===== src/rtl/uart_tx_if.sv =====
// -----------------------------------------------------------------------------
// uart_tx_if
// Parallel word handshake into the UART transmit framer.
//
// Signals:
//   tx_data   word to transmit (DWIDTH bits), producer -> framer
//   tx_valid  tx_data is valid, producer -> framer
//   tx_ready  framer can accept a word, framer -> producer
//
// Modports:
//   master  producer side (drives tx_data/tx_valid)
//   slave   framer side   (drives tx_ready)
// -----------------------------------------------------------------------------
interface uart_tx_if #(
    parameter int DWIDTH = 8
);
    logic [DWIDTH-1:0] tx_data;
    logic              tx_valid;
    logic              tx_ready;

    modport master (
        output tx_data,
        output tx_valid,
        input  tx_ready
    );

    modport slave (
        input  tx_data,
        input  tx_valid,
        output tx_ready
    );
endinterface : uart_tx_if


===== src/rtl/uart_tx_frame.sv =====
// -----------------------------------------------------------------------------
// uart_tx_frame
// UART transmit framer/serializer. Accepts a parallel word over a valid/ready
// handshake, holds it on frame_data for the downstream parity stage, and
// shifts out start bit, data bits LSB-first, an optional parity bit (taken
// from par_bit) and the stop bit(s) on tx_out. Each serial bit lasts
// CLKS_PER_BIT clocks, timed by an internal prescaler.
//
// Parameters:
//   DWIDTH        data word width (>= 1)
//   CLKS_PER_BIT  clk cycles per serial bit (>= 1)
//
// Ports:
//   clk         rising-edge clock
//   rst         synchronous active-high reset
//   bus         uart_tx_if.slave: tx_data, tx_valid in; tx_ready out
//   par_en      frame carries a parity bit (sampled at accept)
//   par_bit     parity bit from the parity stage, computed over frame_data
//   frame_data  latched word, stable for the whole frame
//   tx_out      serial line, idles high
//   busy        frame in progress
//
// Build option:
//   UART_TX_STOP2_EN  when defined, each frame ends with two stop bits.
// -----------------------------------------------------------------------------
module uart_tx_frame #(
    parameter int DWIDTH       = 8,
    parameter int CLKS_PER_BIT = 16
) (
    input  logic              clk,
    input  logic              rst,
    uart_tx_if.slave          bus,
    input  logic              par_en,
    input  logic              par_bit,
    output logic [DWIDTH-1:0] frame_data,
    output logic              tx_out,
    output logic              busy
);

    localparam int CW = (CLKS_PER_BIT > 1) ? $clog2(CLKS_PER_BIT) : 1;
    localparam int BW = (DWIDTH > 1) ? $clog2(DWIDTH) : 1;

    localparam logic [CW-1:0] CNT_MAX  = CW'(CLKS_PER_BIT - 1);
    localparam logic [BW-1:0] IDX_LAST = BW'(DWIDTH - 1);
    localparam logic [BW-1:0] IDX_ONE  = BW'(1);

    typedef enum logic [2:0] {
        IDLE   = 3'd0,
        START  = 3'd1,
        DATA   = 3'd2,
        PARITY = 3'd3,
        STOP   = 3'd4
    } state_t;

    state_t            state_q, state_d;
    logic [CW-1:0]     cnt_q, cnt_d;
    logic [BW-1:0]     idx_q, idx_d;
    logic              par_en_q, par_en_d;
    logic              ready_q, ready_d;
    logic [DWIDTH-1:0] frame_data_d;
    logic              tx_out_d;
    logic              busy_d;

    logic              wrap;
    logic              stop_last;

    // Prescaler terminal count: the only edge on which state and line change.
    assign wrap = (cnt_q == CNT_MAX);

    // In STOP the bit index is reused to count stop bits.
`ifdef UART_TX_STOP2_EN
    assign stop_last = (idx_q != '0);
`else
    assign stop_last = 1'b1;
`endif

    assign bus.tx_ready = ready_q;

    // -------------------------------------------------------------------------
    // Next-state / next-output logic
    // -------------------------------------------------------------------------
    always_comb begin
        // NOTE: every signal gets a hold default first so no path infers a latch.
        state_d      = state_q;
        cnt_d        = cnt_q;
        idx_d        = idx_q;
        par_en_d     = par_en_q;
        ready_d      = ready_q;
        frame_data_d = frame_data;
        tx_out_d     = tx_out;
        busy_d       = busy;

        if (state_q != IDLE) begin
            cnt_d = wrap ? '0 : cnt_q + 1'b1;
        end

        unique case (state_q)
            IDLE: begin
                if (bus.tx_valid && ready_q) begin
                    frame_data_d = bus.tx_data;
                    par_en_d     = par_en;
                    ready_d      = 1'b0;
                    busy_d       = 1'b1;
                    state_d      = START;
                    tx_out_d     = 1'b0;
                    cnt_d        = '0;
                end
            end

            START: begin
                if (wrap) begin
                    state_d  = DATA;
                    idx_d    = '0;
                    tx_out_d = frame_data[0];
                end
            end

            DATA: begin
                if (wrap) begin
                    if (idx_q == IDX_LAST) begin
                        idx_d = '0;
                        if (par_en_q) begin
                            state_d  = PARITY;
                            tx_out_d = par_bit;
                        end else begin
                            state_d  = STOP;
                            tx_out_d = 1'b1;
                        end
                    end else begin
                        idx_d    = idx_q + 1'b1;
                        tx_out_d = frame_data[idx_d];
                    end
                end
            end

            PARITY: begin
                if (wrap) begin
                    state_d  = STOP;
                    tx_out_d = 1'b1;
                end
            end

            STOP: begin
                if (wrap) begin
                    if (stop_last) begin
                        state_d = IDLE;
                        idx_d   = '0;
                        ready_d = 1'b1;
                        busy_d  = 1'b0;
                    end else begin
                        idx_d = IDX_ONE;
                    end
                end
            end

            default: begin
                state_d  = IDLE;
                cnt_d    = '0;
                idx_d    = '0;
                ready_d  = 1'b1;
                busy_d   = 1'b0;
                tx_out_d = 1'b1;
            end
        endcase
    end

    // -------------------------------------------------------------------------
    // State and output registers
    // -------------------------------------------------------------------------
    always_ff @(posedge clk) begin
        // NOTE: sequential state uses non-blocking assignments so every register
        // samples the pre-edge values, independent of statement order.
        if (rst) begin
            state_q    <= IDLE;
            cnt_q      <= '0;
            idx_q      <= '0;
            par_en_q   <= 1'b0;
            ready_q    <= 1'b1;
            frame_data <= '0;
            tx_out     <= 1'b1;
            busy       <= 1'b0;
        end else begin
            state_q    <= state_d;
            cnt_q      <= cnt_d;
            idx_q      <= idx_d;
            par_en_q   <= par_en_d;
            ready_q    <= ready_d;
            frame_data <= frame_data_d;
            tx_out     <= tx_out_d;
            busy       <= busy_d;
        end
    end

endmodule : uart_tx_frame


===== src/flat_wrapper.sv =====
// flat-port wrapper written by rule: the top's interface ports become plain ports
module uart_tx_frame_flat 
#(
    parameter int DWIDTH       = 8,
    parameter int CLKS_PER_BIT = 16
)
  (clk, rst, par_en, par_bit, frame_data, tx_out, busy, bus_tx_data, bus_tx_valid, bus_tx_ready);
  uart_tx_if #(.DWIDTH(DWIDTH)) bus_i ();
  input  logic clk;
  input  logic rst;
  input  logic par_en;
  input  logic par_bit;
  output logic [DWIDTH-1:0] frame_data;
  output logic tx_out;
  output logic busy;
  input wire logic [$bits(bus_i.tx_data)-1:0] bus_tx_data;
  input wire logic [$bits(bus_i.tx_valid)-1:0] bus_tx_valid;
  output wire logic [$bits(bus_i.tx_ready)-1:0] bus_tx_ready;
  assign bus_i.tx_data = bus_tx_data;
  assign bus_i.tx_valid = bus_tx_valid;
  assign bus_tx_ready = bus_i.tx_ready;
  uart_tx_frame #(.DWIDTH(DWIDTH), .CLKS_PER_BIT(CLKS_PER_BIT)) u_core (.clk(clk), .rst(rst), .bus(bus_i), .par_en(par_en), .par_bit(par_bit), .frame_data(frame_data), .tx_out(tx_out), .busy(busy));
endmodule

===== config.mk =====
export PLATFORM = sky130hd
export DESIGN_NAME = uart_tx_frame_flat
export DESIGN_NICKNAME = d
export VERILOG_FILES = /design/src/rtl/uart_tx_if.sv /design/src/rtl/uart_tx_frame.sv /design/src/flat_wrapper.sv
export SDC_FILE = /design/constraint.sdc
export NUM_CORES = 1
export LEC_CHECK = 0
export ABC_AREA = 1
export BUFFER_PORTS_ARGS = -buffer_cell sky130_fd_sc_hd__buf_2
export CORE_UTILIZATION = 30
export DETAILED_ROUTE_END_ITERATION = 10
export SYNTH_ARGS = -nofsm -noshare
export SYNTH_HDL_FRONTEND = slang
export SYNTH_SLANG_ARGS = --single-unit

===== constraint.sdc =====
create_clock -name clk -period 1.9 [get_ports clk]
set_input_delay 0.38 -clock clk [delete_from_list [all_inputs] [get_ports clk]]
set_output_delay 0.38 -clock clk [all_outputs]
set_load 0.01 [all_outputs]

==> results.txt, run 1 <==
----------------------------------------------------
[Synthesis]
  Dominant cell type by area after synthesis ... sky130_fd_sc_hd__dfxtp_1
  Dominant cells by area after synthesis ... sky130_fd_sc_hd__dfxtp_1 (38%), sky130_fd_sc_hd__nand2_1 (10%), sky130_fd_sc_hd__a21oi_1 (9.1%)
  Proportion of netlist area held by the largest area contributor ... 38.0%
  Post-synth EDFFs ... 0
  Synthesis-stage register bit count ... 22
  Unique cell type count in the Yosys netlist ... 23
  Synthesized net count ... 181
  Most frequent cell after synthesis ... sky130_fd_sc_hd__nand2_1
  Commonest cells in the netlist ... sky130_fd_sc_hd__nand2_1 (31), sky130_fd_sc_hd__inv_1 (23), sky130_fd_sc_hd__dfxtp_1 (22)
  Average instance area after synthesis ... 7.03 µm²
  Number of synthesis warnings ... 0
  Post-Syn Instances ... 165
  Share of async-settable or async-resettable flops after synthesis ... 0%
  Register area share after synthesis ... 38.0%
  Total standard cell area after synthesis ... 1160 µm²
  Synth Flop Type ... sky130_fd_sc_hd__dfxtp_1

[Critical path]
  CP Launch Type ... flop
  Kind of critical path ... flop to flop
  Max Fanout on Critical Path ... 7
  Arr. time, crit path ... 1630 ps
  Capturing element type of the critical path ... flop
  Worst EP required ... 2060 ps

[Timing]
  Transition time at the pin with the least slew margin ... 387 ps
  Remaining max-slew budget at the tightest pin ... 74.1%
  Final Max Slew Viols ... 0
  Maximum clock rate ... 683 MHz
  Worst clock skew ... 2.55 ps
  Sum of negative setup slack ... 0 ps
  Hold violation count in the final report ... 0
  Final worst-path cycle share ... 77.0%
  Min cycle time layout ... 1460 ps
  Worst path setup slack after routing ... 436 ps
  Unrepaired setup endpoints after global routing ... false
  Final setup fails ... 0

[Pwr]
  Switching power ... 0.875 mW
  Comb pwr share ... 47.2%
  Part of the total power dissipated in the clock network ... 16.9%
  Power Dens Cells ... 1460 nW/µm²
  Peak ir drop on the vdd network ... 0.000674 V
  Internal Power ... 1.12 mW
  Switching portion of total power ... 43.9%
  Proportion of power drawn by flip-flops and latches ... 35.9%
  Leakage ... 0.622 nW

[Routing]
  DRC violations left ... 0
  Vias ... 1070
  Drt wl/cell ... 10.1 µm
  Detail-routed via count per cell ... 4.51
  Detailed router's first-iteration violation count ... 47
  Wire length after detailed routing ... 2.39 mm
  Antenna violation net count after detailed routing ... 0
  First-pass iteration count of the detailed router ... 4

[Clocking]
  Count of instances resized after the clock tree is built ... 0
  Buffer levels on the longest clock path ... 2
  CTS tree ... yes
  Clock-pin transition on the worst setup and hold timing paths ... 80 ps
  Total setup buffers inserted after CTS ... 0
  CTS Hold Bufs ... 0
  Clock insertion delay at the later pin of the skew report ... 260 ps
  Total clock sinks ... 22
  Maximum level of the CTS H-tree ... 1
  Clock root buffer master ... sky130_fd_sc_hd__clkbuf_8
  TritonCTS Buffers ... 3

[GRT]
  Global route overflow ... 0
  Overall fraction of global-route tracks in use ... 12.4%
  Wire length of the first global-routing pass ... 4.07 mm
  Number of global-route vias before repair ... 940
  Pin count of the biggest net entering global routing ... 20
  Initial antenna violation count ... 0

[Die]
  Die Wd ... 64.2 µm
  Top-level port count ... 24
  Overall die height ... 64.2 µm
  Row count ... 22
  Area of the core region ... 3690 µm²
  Initial core utilization ... 31.4%
  Total Die Area ... 4120 µm²

[Placement]
  Final estimated routing congestion in global placement ... 0.794
  Post-Place Worst Slack ... 458 ps
  HPWL Detailed ... 1.78 mm
  Count of buffers from port buffering ... 23

[Run]
  Total of max-cap violations ... 0

[Cells and area]
  Antenna fix cells ... 0
  Multi-input logic area ... 599 µm²
  P&R area growth vs syn ... 18.1%
  Share of post-route cells with drive strength above 1 ... 22.2%
  Fill cell total of the finished layout ... 395
  Nets ... 206
  Flip-flop and latch area ... 440 µm²

[Hold path]
  Tightest Hold Check Type ... primary input to flop

[Run status]
  Result of the run ... completed

----------------------------------------------------
per-stage QoR:
| step | power, mW | utilization [%] | hold slack (ps) | std cells | area, µm² |
|---|---|---|---|---|---|
| finish | 1.99 | 37.1 | 391 | 237 | 1370 |
| global placement | 1.67 | 35.7 | 454 | 233 | 1320 |
| floorplan | 1.45 | - | 458 | 165 | 1160 |
| CTS | 2.01 | 37.1 | 387 | 237 | 1370 |
| detailed placement | 1.67 | 35.7 | 458 | 233 | 1320 |
| global route | 2.18 | 37.1 | 426 | 237 | 1370 |
critical path: stages (launching register included):
cell and delay, ps:
sky130_fd_sc_hd__dfxtp_1 390, sky130_fd_sc_hd__ha_1 230, sky130_fd_sc_hd__ha_1 210, sky130_fd_sc_hd__nor2_1 190
sky130_fd_sc_hd__inv_1 90, sky130_fd_sc_hd__nand3_2 100, sky130_fd_sc_hd__nand2_1 50, sky130_fd_sc_hd__nand2_1 60
sky130_fd_sc_hd__nor2_2 40
worst paths after layout:
path / start / end / slack (ps) / depth (start not counted)
max: u_core.idx_q[0] / u_core.state_q[0] / 440 / 8
min: bus_tx_data[4] / u_core.frame_data[4] / 390 / 3
max reg2reg: u_core.idx_q[0] / u_core.state_q[0] / 440 / 8
min reg2reg: u_core.frame_data[7] / u_core.frame_data[7] / 470 / 2
state kept, by name, summed over array words and instances, names as in the netlist:
| register | count |
|---|---|
| u_core.frame_data | 8 |
| u_core.cnt_q | 4 |
| u_core.idx_q | 3 |
| u_core.state_q | 3 |
| u_core.bus.tx_ready | 1 |
| u_core.busy | 1 |
| u_core.par_en_q | 1 |
| u_core.tx_out | 1 |
power groups by stage:
stage                     Clock [mW]  Sequential, mW  Combinational [mW]
after floorplan                    0           0.745               0.704
after global placement             0           0.725               0.947
after detailed placement           0           0.723               0.946
after CTS                      0.349           0.715               0.950
after global routing           0.363           0.733                1.08
final                          0.337           0.716               0.941
logic make-up after synthesis:
kind of cell,after synthesis,share of synthesized area [%]
flip-flops,22,38.0
adder cells (fa/ha/maj),3,3.24
AND/OR/NAND/NOR,71,30.6
AO/OA/AOI/OAI,40,17.8
buffers and inverters,29,10.4
routing by layer:
layer / wire [µm] / part of all wire [%] / global-route usage (%) / vias up
met4: 27 / 1.1 / 3.33 / 0
met2: 994 / 42 / 18.5 / 15
met5: 0 / 0 / 0 / -
met1: 1300 / 54 / 17.5 / 467
li1: - / - / - / 586
met3: 75 / 3.1 / 3.39 / 2
placed cells by master (no fill, tap or decap), types with 3 or more instances in the layout:
| cell | instances |
|---|---|
| sky130_fd_sc_hd__nand2_1 | 31 |
| sky130_fd_sc_hd__inv_1 | 23 |
| sky130_fd_sc_hd__buf_2 | 23 |
| sky130_fd_sc_hd__dfxtp_1 | 22 |
| sky130_fd_sc_hd__a21oi_1 | 21 |
| sky130_fd_sc_hd__o21ai_0 | 17 |
| sky130_fd_sc_hd__nand3_1 | 16 |
| sky130_fd_sc_hd__nor2_1 | 9 |
| sky130_fd_sc_hd__clkbuf_8 | 4 |
| sky130_fd_sc_hd__nor2_2 | 3 |
| sky130_fd_sc_hd__nand2_2 | 3 |
| sky130_fd_sc_hd__ha_1 | 3 |
cell type report:
class	instances	share of cell area, %
Sequential cell	22	32.1
Multi-Input combinational cell	114	43.7
Clock buffer	4	4.02
Inverter	26	7.31
Timing Repair Buffer	23	8.40
Tap cell	48	4.38
Note: power is estimated with default switching activity, not from simulation.
==> run 2: changes to the inputs <==
==> constraint.sdc (replaced) <==
create_clock -name clk -period 1.31 [get_ports clk]
set_input_delay 0.262 -clock clk [delete_from_list [all_inputs] [get_ports clk]]
set_output_delay 0.262 -clock clk [all_outputs]
set_load 0.01 [all_outputs]
==> results.txt, run 2 (synthesis results as in run 1) <==
----------------------------------------------------
[Routing]
  Met2 routed WL ... 1.23 mm
  First-pass iteration count of the detailed router ... 4
  Vias ... 1189
  Routed length on met1 ... 1.42 mm
  Wire length after detailed routing ... 2.83 mm
  Top routing layer used ... met4
  Antenna violation net count after detailed routing ... 0
  Detail-routed via count per cell ... 4.68
  DRC violations left ... 0
  Met3 wire len ... 130 µm
  Drt wl/cell ... 11.2 µm
  Detailed router's first-iteration violation count ... 46

[Clocking]
  Maximum level of the CTS H-tree ... 1
  Clock-pin transition on the worst setup and hold timing paths ... 80 ps
  CTS tree ... yes
  Total clock sinks ... 22
  Clock root buffer master ... sky130_fd_sc_hd__clkbuf_8
  Buffer levels on the longest clock path ... 2
  Clock insertion delay at the later pin of the skew report ... 270 ps
  TritonCTS Buffers ... 3

[Cells and area]
  Final design utilization ... 45.1%
  Antenna fix cells ... 0
  Most used cells in the layout excluding fill and tap cells ... sky130_fd_sc_hd__nand2_1 (26), sky130_fd_sc_hd__buf_2 (23), sky130_fd_sc_hd__a21oi_1 (19), sky130_fd_sc_hd__inv_1 (18)
  P&R area growth vs syn ... 43.4%
  Share of post-route cells with drive strength above 1 ... 44.2%
  Layout Cells excl Fill ... 254
  Leading cell type in the layout, fill and taps excluded ... sky130_fd_sc_hd__nand2_1
  Max reg flops ... 8
  Nets ... 223
  Largest registers ... u_core.frame_data: 8 flops, u_core.cnt_q: 4 flops
  Register ranked first by flip-flop count ... u_core.frame_data
  Fin area ... 1660 µm²
  Fill cell total of the finished layout ... 384

[Timing]
  Min cycle time layout ... 1250 ps
  Sum of negative setup slack ... 0 ps
  Worst clock skew ... 8.22 ps
  Final worst-path cycle share ... 95.7%
  Hold violation count in the final report ... 0
  Unrepaired setup endpoints after global routing ... true
  Maximum clock rate ... 798 MHz
  Transition time at the pin with the least slew margin ... 365 ps
  Remaining max-slew budget at the tightest pin ... 75.7%
  Final setup fails ... 0
  Final hold slack ... 263 ps
  Final Max Slew Viols ... 0

[Critical path]
  Worst EP required ... 1470 ps
  Max Fanout on Critical Path ... 4
  Kind of critical path ... flop to flop
  Arr. time, crit path ... 1410 ps
  CP Launch Type ... flop
  Capturing element type of the critical path ... flop

[Pwr]
  Comb pwr share ... 52.5%
  Peak ir drop on the vdd network ... 0.000733 V
  Part of the total power dissipated in the clock network ... 17.8%
  Internal Power ... 2.05 mW
  Leakage ... 0.733 nW
  Power Dens Cells ... 2140 nW/µm²
  Switching power ... 1.50 mW
  Proportion of power drawn by flip-flops and latches ... 29.6%
  Switching portion of total power ... 42.2%

[Placement]
  Placed Cells incl. Taps ... 246
  HPWL Detailed ... 1.91 mm
  Area of placed instances ... 1410 µm²
  Count of buffers from port buffering ... 23
  Final estimated routing congestion in global placement ... 0.863

[GRT]
  Global route overflow ... 0
  Overall fraction of global-route tracks in use ... 14.8%
  Initial antenna violation count ... 0
  Number of global-route vias before repair ... 1059
  Wire length of the first global-routing pass ... 4.71 mm
  Pin count of the biggest net entering global routing ... 14

[Die]
  Initial core utilization ... 31.4%
  Row count ... 22
  Overall die height ... 64.2 µm
  Die Wd ... 64.2 µm
  Area of the core region ... 3690 µm²
  Total Die Area ... 4120 µm²
  Top-level port count ... 24

[Run status]
  Result of the run ... completed

[Run]
  Total of max-cap violations ... 0

[Hold path]
  Tightest Hold Check Type ... primary input to flop

----------------------------------------------------
run 2: changes by cell type in the layout (fill, tap and decap cells not counted), sizes merged:
cell | before | now
buf | 23 | 39
bufinv | 0 | 1
clkbuf | 4 | 3
nand3 | 19 | 20
run 2: what timing repair did:
item                                    in CTS  in global routing
endpoints found under the setup margin       8                 21
pin swaps                                    1                 15
hold buffers                                 0                  0
gates cloned                                 1                  0
resized for setup                            6                 38
buffers inserted                             0                  3
run 2: path summary, 6_finish.rpt:
kind                             start              endpoint  slack (ps)  cells after the start
hold / removal          bus_tx_data[0]  u_core.frame_data[0]         260                      3
hold reg to reg   u_core.frame_data[5]  u_core.frame_data[5]         460                      2
setup reg to reg       u_core.cnt_q[1]         u_core.tx_out          60                      8
setup / recovery       u_core.cnt_q[1]         u_core.tx_out          60                      8
run 2: power by group through the flow:
stage                     clock (mW)  combinational (mW)  sequential, mW
after floorplan                    0                1.02            1.08
after global placement             0                1.52            1.02
after detailed placement           0                1.53            1.02
after CTS                      0.647                1.59            1.02
after global routing           0.685                2.09            1.08
final                          0.634                1.87            1.05
run 2: area by class of cell:
| type | count | area, µm² | area share [%] |
|---|---|---|---|
| multi-input combinational | 115 | 737 | 44.3 |
| sequential | 22 | 453 | 27.2 |
| timing repair buffer | 39 | 239 | 14.4 |
| inverter | 26 | 103 | 6.17 |
| tap | 48 | 60.1 | 3.61 |
| clock buffer | 3 | 41.3 | 2.48 |
| clock inverter | 1 | 30.0 | 1.81 |
run 2: metrics by stage:
stage / total power, mW / worst slack [ps]
floorplan: 2.10 / 4.63
global placement: 2.54 / 7.56
detailed placement: 2.55 / -46.4
CTS: 3.26 / 0.456
global route: 3.86 / -30.9
finish: 3.55 / 56.1
run 2: per-layer routing:
metal / global-route usage, % / vias to the layer above
met1: 20.9 / 536
met2: 21.8 / 26
met4: 6.67 / 0
met3: 2.50 / 5
li1: - / 622
met5: 0 / -
run 2: critical path, cell delays in order (launching register included):
cell and delay [ps]:
sky130_fd_sc_hd__dfxtp_2 350, sky130_fd_sc_hd__ha_4 160, sky130_fd_sc_hd__nand3_4 110, sky130_fd_sc_hd__nand3_2 110, sky130_fd_sc_hd__nand2_2 60, sky130_fd_sc_hd__inv_2 70, sky130_fd_sc_hd__nand3_1 110, sky130_fd_sc_hd__a21oi_2 140
sky130_fd_sc_hd__nand2_1 60
==> run 3: changes to the inputs <==
--- a/config.mk
+++ b/config.mk
@@ -7,8 +7,10 @@
 export LEC_CHECK = 0
 export ABC_AREA = 1
 export BUFFER_PORTS_ARGS = -buffer_cell sky130_fd_sc_hd__buf_2
+export CORE_MARGIN = 3
 export CORE_UTILIZATION = 30
 export DETAILED_ROUTE_END_ITERATION = 10
+export SKIP_LAST_GASP = 1
 export SYNTH_ARGS = -nofsm -noshare
 export SYNTH_HDL_FRONTEND = slang
 export SYNTH_SLANG_ARGS = --single-unit
==> constraint.sdc (replaced) <==
create_clock -name clk -period 1.31 [get_ports clk]
set_input_delay 0.262 -clock clk [delete_from_list [all_inputs] [get_ports clk]]
set_output_delay 0.262 -clock clk [all_outputs]
set_load 0.1 [all_outputs]
==> results.txt, run 3 (synthesis results as in run 1) <==
----------------------------------------------------
[Run status]
  Result of the run ... completed

[Routing]
  DRC violations left ... 0
  Vias ... 1164
  Detailed router's first-iteration violation count ... 49
  Antenna violation net count after detailed routing ... 0
  Detail-routed via count per cell ... 4.71
  First-pass iteration count of the detailed router ... 4
  Drt wl/cell ... 12.4 µm
  Wire length after detailed routing ... 3.05 mm

[Clocking]
  Total clock sinks ... 22
  Buffer levels on the longest clock path ... 2
  TritonCTS Buffers ... 3
  Clock-pin transition on the worst setup and hold timing paths ... 80 ps
  Maximum level of the CTS H-tree ... 1
  Clock root buffer master ... sky130_fd_sc_hd__clkbuf_8
  CTS tree ... yes
  Clock insertion delay at the later pin of the skew report ... 260 ps

[Hold path]
  Tightest Hold Check Type ... primary input to flop
  Number of cells traversed by the worst hold path ... 3

[Critical path]
  CP Launch Type ... flop
  Max Fanout on Critical Path ... 5
  Kind of critical path ... flop to flop
  Worst EP required ... 1470 ps
  Worst Reg-to-Reg Cells ... 10
  Cell breakdown of the critical path ... nor2_4 -> nand2_4 -> inv_4 -> nand2_4 -> nand2_2 -> inv_2 -> nand3_2 -> nand2_1 -> nand2_1 -> nor2_2
  Highest-delay cell along the critical path ... sky130_fd_sc_hd__dfxtp_4
  Arr. time, crit path ... 1430 ps
  Highest cell delay on the worst timing path ... 380 ps
  Capturing element type of the critical path ... flop

[Timing]
  Unrepaired setup endpoints after global routing ... true
  Worst clock skew ... 3.44 ps
  Hold violation count in the final report ... 0
  Final worst-path cycle share ... 97.0%
  Final setup fails ... 0
  Maximum clock rate ... 787 MHz
  Remaining max-slew budget at the tightest pin ... 74.6%
  Final Max Slew Viols ... 0
  Min cycle time layout ... 1270 ps
  Transition time at the pin with the least slew margin ... 380 ps

[Cells and area]
  Largest registers ... u_core.frame_data: 8 flops, u_core.cnt_q: 4 flops
  Most used cells in the layout excluding fill and tap cells ... sky130_fd_sc_hd__nand2_1 (30), sky130_fd_sc_hd__a21oi_1 (21), sky130_fd_sc_hd__inv_1 (19), sky130_fd_sc_hd__buf_2 (12)
  Max reg flops ... 8
  Leading cell type in the layout, fill and taps excluded ... sky130_fd_sc_hd__nand2_1
  P&R area growth vs syn ... 52.0%
  Layout Cells excl Fill ... 247
  Share of post-route cells with drive strength above 1 ... 41.3%
  Antenna fix cells ... 0
  Nets ... 218
  Final design utilization ... 50.1%
  Fin area ... 1760 µm²
  Register ranked first by flip-flop count ... u_core.frame_data

[Die]
  Overall die height ... 68.2 µm
  Die Wd ... 68.2 µm
  Row count ... 21
  Top-level port count ... 24
  Area of the core region ... 3520 µm²
  Initial core utilization ... 32.9%
  Total Die Area ... 4650 µm²

[Placement]
  Count of buffers from port buffering ... 23
  HPWL Detailed ... 2.08 mm
  Area of placed instances ... 1570 µm²
  Final estimated routing congestion in global placement ... 0.908
  Placed Cells incl. Taps ... 241

[Run]
  Total of max-cap violations ... 0

[GRT]
  Number of global-route vias before repair ... 1039
  Wire length of the first global-routing pass ... 4.64 mm
  Initial antenna violation count ... 0
  Global route overflow ... 0
  Overall fraction of global-route tracks in use ... 13.2%
  Pin count of the biggest net entering global routing ... 20

[Pwr]
  Peak ir drop on the vdd network ... 0.00115 V
  Power, Total ... 4.76 mW
  Leakage ... 0.741 nW
  Power Dens Cells ... 2700 nW/µm²

----------------------------------------------------
==> run 3: cell count changes in the layout (fill, tap and decap cells not counted), sizes merged <==
cell,change
buf,-5
==> run 3: critical path, delay by kind of cell, from the launching register on <==
kind | cells | cell delay [ps]
AND/OR/NAND/NOR | 8 | 640
flip-flops | 1 | 380
buffers and inverters | 2 | 160
==> run 3: what timing repair did <==
item,in CTS,in global routing
gates resized for setup,5,30
hold buffers,0,0
buffers inserted,0,1
cloned,0,1
pin swaps,2,13
setup endpoints to repair,8,20
==> run 3: power by group <==
group          internal, mW  leakage, nW  switching (mW)
logic                  1.06        0.519            1.89
clock network         0.408       0.0357           0.231
registers             0.916        0.187           0.254
==> run 3: worst paths after layout <==
kind,startpoint,endpoint,slack [ps]
worst min-delay path,bus_tx_data[0],u_core.frame_data[0],250
worst min register to register,u_core.frame_data[1],u_core.frame_data[1],480
worst max-delay path,u_core.state_q[1],u_core.state_q[0],40
worst max register to register,u_core.state_q[1],u_core.state_q[0],40
==> run 3: area by class of cell <==
type | instances | area [µm²]
inverter | 26 | 100
multi-input combinational | 115 | 702
timing repair buffer | 34 | 363
clock buffer | 3 | 41.3
tap | 46 | 57.6
fill | 347 | 1760
clock inverter | 1 | 30.0
sequential | 22 | 469
==> run 3: per-stage QoR <==
step                      hold WS [ps]  setup slack (ps)  TNS (ps)
after CTS                          265             -27.6     -47.4
after floorplan                    452              4.63         0
after global placement             462             0.507         0
after detailed placement           470             -68.7      -165
final                              253              38.8         0
after global routing               270             -40.4      -288
==> run 3: metal layers <==
metal	part of all wire [%]	global-route usage, %	vias to the layer above
met4	2.0	7.44	0
met1	50	18.9	529
met3	2.3	0.985	4
met2	46	19.3	15
met5	0	0	-
li1	-	-	616
